===== src/rtl/i2s_dac_out.sv =====
// ----------------------------------------------------------------------------
// i2s_dac_out
//   Audio output stage feeding an external stereo DAC. A free-running 8-bit
//   counter produces every DAC clock. The APU level is averaged over the
//   256 clocks of one LR frame with a boxcar filter. The average is
//   optionally converted to two's complement. It is then shifted out
//   left-justified, MSB first, and the same word goes on both channels.
//
// Ports
//   clk_i     system clock
//   rst_i     async active-high reset
//   audio_i   APU mix level, unsigned, sampled every clock
//   mute_i    mute request, sampled at the frame boundary
//   D_SYSCK   DAC system clock (cnt[0])
//   D_BCK     bit clock (cnt[1])
//   D_LRCLK   word select (cnt[7]); 0 = left, 1 = right
//   D_DATA    serial data, registered, changes on BCK falling
//   D_MUTE    DAC mute, registered
//   frame_o   one-cycle pulse when a new word is loaded
//   sample_o  word currently being serialised
// ----------------------------------------------------------------------------
module i2s_dac_out #(
  parameter int SAMPLE_W   = 16,
  parameter int SIGNED_OUT = 1
) (
  input  logic                clk_i,
  input  logic                rst_i,
  input  logic [SAMPLE_W-1:0] audio_i,
  input  logic                mute_i,
  output logic                D_SYSCK,
  output logic                D_BCK,
  output logic                D_LRCLK,
  output logic                D_DATA,
  output logic                D_MUTE,
  output logic                frame_o,
  output logic [SAMPLE_W-1:0] sample_o
);

  localparam int ACC_W = SAMPLE_W + 8;
  localparam logic [SAMPLE_W-1:0] MSB_MASK = {1'b1, {(SAMPLE_W-1){1'b0}}};

  logic [7:0]          cnt_q, cnt_d;
  logic [ACC_W-1:0]    acc_q, acc_d;
  logic [SAMPLE_W-1:0] word_q, word_d;
  logic                data_q, data_d;
  logic                mute_q, mute_d;
  logic                frame_q, frame_d;

  logic                boundary;
  logic [ACC_W-1:0]    sum;
  logic [SAMPLE_W-1:0] avg;
  logic [SAMPLE_W-1:0] new_word;
  logic [SAMPLE_W-1:0] w_sel;
  logic [4:0]          next_slot;
  logic                next_bit;

  assign boundary = (cnt_q == 8'hFF);
  assign sum      = acc_q + ACC_W'(audio_i);
  // 256 samples summed, so dividing by 256 keeps the top SAMPLE_W bits.
  assign avg      = sum[ACC_W-1:8];
  assign new_word = mute_i ? '0 : ((SIGNED_OUT != 0) ? (avg ^ MSB_MASK) : avg);

  // On the boundary cycle the next slot is slot 0 of the new frame. It must
  // carry the MSB of the word being computed now, not the stored word.
  assign w_sel     = boundary ? new_word : word_q;
  assign cnt_d     = cnt_q + 8'd1;
  assign next_slot = cnt_d[6:2];
  // Slots 0..15 carry bits 15..0 (15 - n == ~n for 4 bits); slots 16..31 are zero.
  assign next_bit  = next_slot[4] ? 1'b0 : w_sel[~next_slot[3:0]];

  always_comb begin
    acc_d   = sum;
    word_d  = word_q;
    mute_d  = mute_q;
    frame_d = 1'b0;
    data_d  = data_q;
    if (boundary) begin
      acc_d   = '0;
      word_d  = new_word;
      mute_d  = mute_i;
      frame_d = 1'b1;
    end
    // Load on the last clock of a BCK period so data moves on BCK falling.
    if (cnt_q[1:0] == 2'b11) data_d = next_bit;
  end

  always_ff @(posedge clk_i or posedge rst_i) begin
    if (rst_i) begin
      cnt_q   <= '0;
      acc_q   <= '0;
      word_q  <= '0;
      data_q  <= 1'b0;
      mute_q  <= 1'b1;
      frame_q <= 1'b0;
    end else begin
      cnt_q   <= cnt_d;
      acc_q   <= acc_d;
      word_q  <= word_d;
      data_q  <= data_d;
      mute_q  <= mute_d;
      frame_q <= frame_d;
    end
  end

  assign D_SYSCK  = cnt_q[0];
  assign D_BCK    = cnt_q[1];
  assign D_LRCLK  = cnt_q[7];
  assign D_DATA   = data_q;
  assign D_MUTE   = mute_q;
  assign frame_o  = frame_q;
  assign sample_o = word_q;

endmodule


===== config.mk =====
export PLATFORM = sky130hd
export DESIGN_NAME = i2s_dac_out
export DESIGN_NICKNAME = d
export VERILOG_FILES = /design/src/rtl/i2s_dac_out.sv
export SDC_FILE = /design/constraint.sdc
export NUM_CORES = 1
export LEC_CHECK = 0
export CAP_MARGIN = 20
export CORE_ASPECT_RATIO = 1.75
export CORE_MARGIN = 3
export CORE_UTILIZATION = 45
export CTS_CLUSTER_SIZE = 25
export DETAILED_ROUTE_END_ITERATION = 16
export PLACE_DENSITY_LB_ADDON = 0.25
export REMOVE_ABC_BUFFERS = 1
export SETUP_SLACK_MARGIN = 0.5
export SLEW_MARGIN = 20
export SYNTH_ARGS = -nofsm -noshare
export SYNTH_HDL_FRONTEND = slang
export SYNTH_SLANG_ARGS = --single-unit

===== constraint.sdc =====
create_clock -name clk_i -period 3.6 [get_ports clk_i]
set_input_delay 0.36 -clock clk_i [delete_from_list [all_inputs] [get_ports clk_i]]
set_output_delay 0.36 -clock clk_i [all_outputs]
set_load 0.005 [all_outputs]

==> out/qor.txt <==
status: completed
cell leakage power: 1.56 nW
later-pin clock latency in the skew report: 0.31 ns
Post-CTS Setup Repair Bufs: 0
crit path buf inv count: 1
Crit Path Max Fanout: 6
post-place instance area: 3280 um^2
clock buffer depth: 2
final worst path period need: 2.86 ns
pin count of the biggest net entering global routing: 52
final instance area: 3380 um^2
Power Dens Cells: 645 nW/um^2
critical path launch point type: primary input
CTS tree: built
clock root buffer: clkbuf_8
Die Span Y: 110 um
ANT nets after route: 0
Nets: 375
critical path capture point type: flip-flop
vias per cell: 5.40
number of synthesized flops with an enable pin: 0
row count: 37
vias: 2251
Layout area overhead: 21.8%
actual slew at the worst max-slew pin: 0.891 ns
Worst path max stage delay: 0.41 ns
Setup-failing EPs final: 0
cts hold-fix bufs: 0
Clock Sinks: 51
# Max-Cap Violations: 0
Ports: 41
asr flop ratio synth: 100%
cells along the critical path: clkdlybuf4s50_1 -> ha_1 -> a21oi_1 -> nand2_1 -> a221o_1 -> a41o_2 -> a31oi_1 -> xor2_1 -> or2_2 -> a211oi_1 -> a2bb2oi_2
final hold vios: 0
routability congestion estimate: 0.923
FF+latch count, synth: 51
Initial Utilization: 46.9%
Ys Warns: 0
Period Utilization, post-route: 79.4%
share of cells above drive strength 1: 6.78%
register area share after synthesis: 46.0%
wire per inst: 15.3 um
1st-iter DRT viols: 122
Hold Crit Class: reg2reg
Post-Route WL: 6390 um
Finished Layout Cells: 417
count of different cell masters after synthesis: 51
total global-route track usage: 19.5%
GR Overflow Total: 0
critical path class: in2reg
Post-CTS Resized: 0
first-pass GRT wire length: 10800 um
CTS Buf Count: 5
TNS Setup: 0 ns
Inst Count DP: 409
syn avg cell area: 9.48 um^2
hpwl dp: 4790 um
IO Port Bufs: 40
vias in the first global route: 2355
Pre-antenna DRT Iters: 5
FMAX: 350 MHz
die extent in x: 65.4 um
VDD IR max: 0.000365 V
gate count of the mapped netlist: 293
Residual DRC: 0
post-synth design cell area: 2780 um^2
core area: 5930 um^2
Worst path slowest cell: clkdlybuf4s50_1
Die ar.: 7190 um^2
Crit path required time: 3.84 ns
htree depth: 2
Worst Path Arrival: 3.10 ns
Top FF cell, synth: dfrtp_1
antenna violations before repair: 0
clock-pin slew on the worst setup and hold paths: 0.09 ns
RSZ-0062 raised after global routing: false
Slew Limit Fails: 0
CP delay by family, top: compound AO/OA/AOI/OAI gates
Setup Skew: 0.00557 ns
n_diodes: 0
worst rel slew slack: 40.6%
## synth_stat cells, types with 3 or more instances
cell type / instances / share of area [%]
a211oi_1: 3 / 0.81
a21o_1: 11 / 3.0
a21oi_1: 16 / 2.9
a31oi_1: 3 / 0.68
buf_1: 3 / 0.41
clkbuf_1: 3 / 0.41
dfrtp_1: 50 / 45
ha_1: 17 / 7.7
inv_1: 13 / 1.8
nand2_1: 38 / 5.1
nand2b_1: 3 / 0.68
nand3_1: 9 / 1.6
nor2_1: 39 / 5.3
nor3_1: 3 / 0.54
o21ai_0: 17 / 3.1
xnor2_1: 13 / 4.1
xor2_1: 12 / 3.8
## routing by layer
| layer | GRT usage (%) | share of wire, % | routed length, um | up-vias |
|---|---|---|---|---|
| met5 | 0 | 0 | 0 | - |
| met4 | 7.57 | 2.4 | 151 | 0 |
| met3 | 3.37 | 2.9 | 185 | 14 |
| met2 | 36.9 | 55 | 3520 | 46 |
| met1 | 21.1 | 40 | 2540 | 1089 |
| li1 | - | - | - | 1102 |
## worst reg2reg max path: stages, from the launching register on
cell and delay, ns:
dfrtp_1 0.38, ha_1 0.36, a21oi_1 0.21, nand2_1 0.08, a221o_1 0.34, a41o_2 0.28
a31oi_1 0.21, xor2_1 0.10, or2_2 0.30, a211oi_1 0.27, a2bb2oi_2 0.16
## metrics by stage
step | power, mW | hold WS, ns | worst slack [ns] | util [%]
final | 2.18 | 0.460 | 0.742 | 57.1
after global routing | 2.38 | 0.488 | 0.580 | 57.1
after CTS | 2.20 | 0.464 | 0.748 | 57.1
after detailed placement | 1.84 | 0.449 | 0.430 | 55.4
after global placement | 1.82 | 0.447 | 0.494 | 55.4
after floorplan | 1.58 | 0.443 | 0.523 | -
## registers in the layout, indices dropped and copies added (netlist names)
register,count
D_DATA,1
D_MUTE,1
acc_q,24
cnt_q,8
frame_o,1
sample_o,16
## cells in the final DEF (no fill, tap or decap), types with 2 or more instances in the layout
master,netlist,routed
nand2_1,38,38
ha_1,17,17
and2_1,2,2
o21ai_1,2,2
or3_1,2,2
a211oi_1,3,3
inv_1,13,12
xnor2_1,13,13
a31oi_1,3,3
dfrtp_1,50,50
mux2i_1,2,2
nand4_1,2,2
and3_1,2,2
nor3_1,3,3
nand2b_1,3,3
buf_4,0,4
a21o_1,11,11
o21ai_0,17,17
clkbuf_8,0,6
nor2_1,39,39
nand3_1,9,9
xor2_1,12,12
a21oi_1,16,16
clkdlybuf4s50_1,0,40
## power breakdown
part | leakage [nW] | switching, mW | internal, mW
Sequential | 0.558 | 0.0707 | 0.712
Clock | 0.0474 | 0.196 | 0.157
Combinational | 0.958 | 0.597 | 0.452
## final timing paths
path                       slack (ns)  cells past startpoint          end       start
setup / recovery                 0.74                     11       D_DATA  audio_i[9]
setup reg to reg                 0.84                     10       D_DATA    acc_q[9]
min in group asynchronous        0.51                      2     cnt_q[7]       rst_i
hold / removal                   0.46                      2       D_MUTE      D_MUTE
hold reg to reg                  0.46                      2       D_MUTE      D_MUTE
max in group asynchronous        2.54                      2  sample_o[0]       rst_i
## kinds of logic after synthesis
group                    after synthesis  share of synthesized area (%)
XOR/XNOR                              25                           7.88
adder cells (fa/ha/maj)               18                           8.37
flip-flops                            51                           46.0
AO/OA/AOI/OAI                         70                           17.3
AND/OR/NAND/NOR                      107                           17.1
multiplexers                           2                          0.720
buffers and inverters                 20                           2.70
## area by class of cell
cell class,instances,area [um^2]
flip-flops and latches,51,1280
well taps,78,97.6
multi-input cells,222,1430
repair buffers,44,430
inverters,14,53.8
fillers,598,2540
clock inverters,2,16.3
clock buffers,6,82.6
No activity file was read; power rests on OpenSTA's default activity.
